===== config.mk =====
export PLATFORM = sky130hd
export DESIGN_NAME = status_value_reader
export DESIGN_NICKNAME = d
export VERILOG_FILES = /design/src/rtl/status_value_reader.sv
export SDC_FILE = /design/constraint.sdc
export NUM_CORES = 1
export LEC_CHECK = 0
export BUFFER_PORTS_ARGS = -buffer_cell sky130_fd_sc_hd__buf_2
export CELL_PAD_IN_SITES_DETAIL_PLACEMENT = 0
export CELL_PAD_IN_SITES_GLOBAL_PLACEMENT = 1
export CORE_MARGIN = 8
export CORE_UTILIZATION = 44
export DETAILED_ROUTE_END_ITERATION = 8
export PLACE_DENSITY = 0.84
export SLEW_MARGIN = 5
export SYNTH_ARGS = -nofsm -noshare
export SYNTH_HDL_FRONTEND = slang
export SYNTH_SLANG_ARGS = --single-unit

===== constraint.sdc =====
create_clock -name clk_i -period 2.9 [get_ports clk_i]
set_clock_uncertainty 0.2 [all_clocks]
set_input_delay 0.145 -clock clk_i [delete_from_list [all_inputs] [get_ports clk_i]]
set_output_delay 0.145 -clock clk_i [all_outputs]
set_load 0.05 [all_outputs]

===== src/rtl/status_value_reader.sv =====
// Drains completed entries from the head of a status vector into a 2-deep output buffer.
// Handshake: a transfer happens on any rising edge where valid_o && ready_i; data_o holds until then.
module status_value_reader #(
    parameter int WIDTH   = 8,
    parameter int TIMEOUT = 16
) (
    input  logic             clk_i,
    input  logic             arst_n_i,
    input  logic             enable_i,
    input  logic             flush_i,
    input  logic             head_valid_i,
    input  logic             head_done_i,
    input  logic [WIDTH-1:0] head_value_i,
    output logic             pull_o,
    output logic [WIDTH-1:0] data_o,
    output logic             valid_o,
    input  logic             ready_i,
    output logic             stall_o,
    output logic             flush_done_o,
    output logic [15:0]      read_count_o,
    output logic [1:0]       state_o
);

    typedef enum logic [1:0] {
        IDLE  = 2'd0,
        READ  = 2'd1,
        FLUSH = 2'd2
    } state_t;

    localparam logic [15:0] STALL_AT = 16'(TIMEOUT - 1);

    state_t           state_q;
    state_t           state_d;
    logic [1:0]       count_q;
    logic [WIDTH-1:0] entry0_q;
    logic [WIDTH-1:0] entry1_q;
    logic [15:0]      wait_q;
    logic [15:0]      read_count_q;
    logic             stall_q;
    logic             flush_done_q;

    logic pop;
    logic space;
    logic wr;
    logic flush_start;
    logic wait_cond;

    assign valid_o      = (count_q != 2'd0);
    assign data_o       = entry0_q;
    assign pop          = valid_o & ready_i;
    assign space        = (count_q < 2'd2) | pop;
    assign flush_start  = flush_i & (state_q != FLUSH);
    assign stall_o      = stall_q;
    assign flush_done_o = flush_done_q;
    assign read_count_o = read_count_q;
    assign state_o      = state_q;

    // A pull in the cycle flush is requested still shifts the vector, but its value is discarded.
    assign wr = pull_o & (state_q == READ) & ~flush_i;

    assign wait_cond = (state_q == READ) & head_valid_i & ~head_done_i & ~flush_i;

    always_ff @(posedge clk_i or negedge arst_n_i) begin
        if (!arst_n_i) begin
            state_q <= IDLE;
        end else begin
            state_q <= state_d;
        end
    end

    always_comb begin
        state_d = state_q;
        pull_o  = 1'b0;
        case (state_q)
            IDLE: begin
                if (flush_i) begin
                    state_d = FLUSH;
                end else if (enable_i) begin
                    state_d = READ;
                end
            end
            READ: begin
                pull_o = head_valid_i & head_done_i & space;
                if (flush_i) begin
                    state_d = FLUSH;
                end else if (!enable_i) begin
                    state_d = IDLE;
                end
            end
            FLUSH: begin
                // Drain one entry per cycle regardless of its status bit.
                pull_o = head_valid_i;
                if (!head_valid_i) begin
                    state_d = enable_i ? READ : IDLE;
                end
            end
            default: begin
                state_d = IDLE;
            end
        endcase
    end

    always_ff @(posedge clk_i or negedge arst_n_i) begin
        if (!arst_n_i) begin
            count_q  <= 2'd0;
            entry0_q <= '0;
            entry1_q <= '0;
        end else if (flush_start) begin
            count_q <= 2'd0;
        end else begin
            case ({wr, pop})
                2'b10: begin
                    if (count_q == 2'd0) begin
                        entry0_q <= head_value_i;
                    end else begin
                        entry1_q <= head_value_i;
                    end
                    count_q <= count_q + 2'd1;
                end
                2'b01: begin
                    entry0_q <= entry1_q;
                    count_q  <= count_q - 2'd1;
                end
                2'b11: begin
                    // Oldest leaves while the new value joins behind the survivor.
                    if (count_q == 2'd1) begin
                        entry0_q <= head_value_i;
                    end else begin
                        entry0_q <= entry1_q;
                        entry1_q <= head_value_i;
                    end
                end
                default: begin
                    count_q <= count_q;
                end
            endcase
        end
    end

    always_ff @(posedge clk_i or negedge arst_n_i) begin
        if (!arst_n_i) begin
            wait_q  <= 16'd0;
            stall_q <= 1'b0;
        end else begin
            if (wait_cond) begin
                wait_q <= (wait_q == 16'hFFFF) ? wait_q : wait_q + 16'd1;
            end else begin
                wait_q <= 16'd0;
            end
            stall_q <= wait_cond & (stall_q | (wait_q >= STALL_AT));
        end
    end

    always_ff @(posedge clk_i or negedge arst_n_i) begin
        if (!arst_n_i) begin
            flush_done_q <= 1'b0;
            read_count_q <= 16'd0;
        end else begin
            flush_done_q <= (state_q == FLUSH) & ~head_valid_i;
            read_count_q <= read_count_q + {15'd0, pop};
        end
    end

    pull_needs_head : assert property (@(posedge clk_i) disable iff (!arst_n_i)
        pull_o |-> head_valid_i);

    count_in_range : assert property (@(posedge clk_i) disable iff (!arst_n_i)
        count_q <= 2'd2);

endmodule


==> results.md <==
Status
* result of the run: complete, no violations

Global route
* number of global-route vias before repair: 2162
* met3 Usage GRT: 3.15%
* global-route wire length before repair: 9.79 mm
* GRT Overall Usage: 13.4%
* met1 track utilization from global routing: 15.6%
* most heavily used metal layer in global routing: met2
* met2 track demand over resource in global routing: 23.4%
* pin count of the biggest net entering global routing: 55
* GRT Residual Overflow: 0
* antenna violations before repair: 0

Logic synthesis
* leading area contributor after synthesis: sky130_fd_sc_hd__dfrtp_1
* post-synthesis sequential area ratio: 49.2%
* Synth Area in XOR/XNOR: 5.10%
* net count of the mapped netlist: 271
* post-synthesis mux area share: 11.0%
* dominant cells by area after synthesis: sky130_fd_sc_hd__dfrtp_1 49%, sky130_fd_sc_hd__mux2_2 10%, sky130_fd_sc_hd__ha_1 4.1%
* Yosys reg bits: 54
* area of the mapped netlist: 2750 µm²
* Syn Inst Count: 247
* Yosys top cell area share: 49.2%
* Post-Synth Simple-Gate Area: 18.0%
* yosys warns: 0
* proportion of synthesized flip-flops having asynchronous set or reset: 100%
* area share of fa/ha/maj cells after synthesis: 4.46%
* commonest cells in the netlist: 54 x sky130_fd_sc_hd__dfrtp_1, 25 x sky130_fd_sc_hd__mux2_2, 17 x sky130_fd_sc_hd__nand2_1
* combinational family with the most area after synthesis: simple AND/OR/NAND/NOR gates
* Syn Area/Cell: 11.1 µm²
* share of the synthesized area in compound gates (AO/OA/AOI/OAI): 9.51%
* Synth Flop Type: sky130_fd_sc_hd__dfrtp_1
* Yosys cell types: 49
* number of enable flip-flop cells after synthesis: 0
* count leader, synth: sky130_fd_sc_hd__dfrtp_1

Critical path
* cell family with most CP delay: simple AND/OR/NAND/NOR gates
* RR Endpoint: read_count_o[13]$_DFF_PN0_
* buffer and inverter count on the worst path: 2
* required arrival time at the worst endpoint: 2.94 ns
* worst setup path category: reg -> reg
* slack of the worst reg-to-reg path: 0.25 ns
* Setup crit end kind: flip-flop
* Slowest-stage cell, CP: sky130_fd_sc_hd__or4_1
* number of gates on the worst path with buffers counted: 9
* largest fanout on the critical path: 5
* FF-to-FF path depth: 9
* startpoint types: flip-flop
* data arrival time at the worst-slack endpoint: 2.68 ns
* cell-by-cell listing of the critical path: inv_1 > ha_1 > nand2b_1 > inv_1 > ha_1 > nand3_1 > or4_1 > nor2_1 > xor2_1
* startpoint of the most critical register-to-register path: count_q[1]$_DFFE_PN0P_
* CP peak stage delay: 0.60 ns

Layout
* share of layout cells above drive strength 1: 29.2%
* synth-to-layout area growth: 19.3%
* post-layout util: 52.9%
* number of nets in the layout: 331
* number of filler instances in the final layout: 565
* diode insertion count for antenna repair: 0

Placed design
* DPL Wire Length: 4.08 mm
* final RePlAce weighted congestion: 0.803
* placement-stage worst setup slack: 0.281 ns
* port buffer count: 44

Hold path
* Hold Path Stages: 3
* Hold EP: state_o[0]$_DFFE_PN0P_
* source of the worst hold timing path: enable_i
* class of the worst hold path: in -> reg

Clock tree
* total of hold buffers inserted after clock tree synthesis: 11
* TritonCTS clock tree: yes
* number of buffers inserted during clock tree synthesis: 5
* post-CTS resize count: 0
* post-CTS clock slew at the launch and capture registers of the worst setup and hold paths: 0.10 ns
* CTS H-tree lvls: 2
* clk_lat worst skew: 0.31 ns
* maximum number of buffers from clock root to sink: 2
* number of setup buffers added after CTS: 0
* number of sinks driven by the clock tree: 54
* CTS Root Cell: sky130_fd_sc_hd__clkbuf_8

STA
* number of max-slew violations in the final report: 0
* setup repair after global routing missed its margin: no
* highest achievable clock rate: 378 MHz
* actual transition at the worst max-transition pin: 0.665 ns
* headroom to the max-slew limit: 55.7%
* final worst hold slack: 0.0658 ns
* post-route worst setup slack: 0.254 ns
* ratio of final minimum period to clock period: 91.2%
* number of failing hold endpoints at the final stage: 0
* Setup Total Neg Slack: 0 ns
* Finish-stage setup viols: 0
* Min Clock Period, post-route: 2.65 ns

Routing
* DR WL/cell: 14.7 µm
* sum of routed wire length over all layers: 5.67 mm
* via count: 2104
* residual DRC count: 0
* via density per instance: 5.46
* number of search-and-repair iterations in the first detailed-routing pass: 4
* iteration-0 DRC count of the detailed router: 96
* post-route ant nets: 0

Floorplanning
* Std-Cell Core Area: 6200 µm²
* die height: 95.0 µm
* num rows: 29
* Top Ports: 45
* horizontal die dimension: 95.0 µm
* initial core utilization: 44.3%
* Die ar.: 9030 µm²

Flow run
* total of max-cap violations: 0

Power
* leakage: 0.00156 µW
* total power: 2640 µW
* worst IR drop on VDD: 561 µV
* areal power density over the cells: 805 nW/µm²

## tightest hold or removal path, cell delays in order
cell and delay (ns):
sky130_fd_sc_hd__buf_2 0.11, sky130_fd_sc_hd__a22oi_1 0.18, sky130_fd_sc_hd__o31ai_1 0.09
## cells in the final DEF (no fill, tap or decap), types with 8 or more instances in the layout
master and count:
sky130_fd_sc_hd__nand2_1 17, sky130_fd_sc_hd__dlygate4sd3_1 11, sky130_fd_sc_hd__xnor2_1 9, sky130_fd_sc_hd__nor2_1 15, sky130_fd_sc_hd__a21oi_1 13, sky130_fd_sc_hd__buf_2 44, sky130_fd_sc_hd__mux2_2 25, sky130_fd_sc_hd__ha_1 9
sky130_fd_sc_hd__inv_1 9, sky130_fd_sc_hd__nand3_1 11, sky130_fd_sc_hd__o31ai_1 8, sky130_fd_sc_hd__dfrtp_1 54
## through the flow
stage | cell area (µm²) | cells
final | 3280 | 385
after floorplan | 2750 | 247
after CTS | 3280 | 385
after global placement | 3050 | 366
after detailed placement | 3050 | 366
after global routing | 3280 | 385
## report_power, final
group	total [µW]	internal [µW]	leakage (µW)	switching, µW
sequential	1030	915	0.000720	118
combinational	1090	365	0.000781	727
clock	516	262	0.0000587	254
## sequential cells by signal (all words and copies together) (netlist names)
register	count
data_o	8
entry1_q	8
wait_q	16
state_o	2
flush_done_o	1
read_count_o	16
count_q	2
stall_o	1
## routing by layer
layer / routed length (µm) / vias up
li1: - / 1024
met1: 2490 / 1044
met2: 2880 / 29
met3: 221 / 7
met4: 91 / 0
met5: 0 / -
## cell type report
type / instances / area, µm² / area share [%]
Timing Repair Buffer: 59 / 360 / 11.0
Inverter: 9 / 33.8 / 1.03
Sequential cell: 54 / 1350 / 41.2
Clock inverter: 3 / 47.5 / 1.45
Clock buffer: 5 / 68.8 / 2.10
Tap cell: 77 / 96.3 / 2.94
Multi-Input combinational cell: 178 / 1320 / 40.3
## cells by family (layout without fill, tap and decap cells)
kind of cell,after synthesis,in the layout
compound gates,39,39
xor+xnor,16,16
fa+ha+maj,10,10
buf+inv,15,76
flops,54,54
mux,27,27
simple gates,86,86
## worst max path at each step
stage,from,end
2_1_floorplan,state_o[0]$_DFFE_PN0P_,data_o[0]$_DFFE_PN0P_
3_3_place_gp,count_q[1]$_DFFE_PN0P_,read_count_o[15]$_DFF_PN0_
3_5_place_dp,count_q[1]$_DFFE_PN0P_,read_count_o[13]$_DFF_PN0_
4_1_cts,count_q[1]$_DFFE_PN0P_,read_count_o[13]$_DFF_PN0_
5_1_grt,count_q[1]$_DFFE_PN0P_,read_count_o[13]$_DFF_PN0_
6_report,count_q[1]$_DFFE_PN0P_,read_count_o[13]$_DFF_PN0_
(Power assumes the default switching activity.)
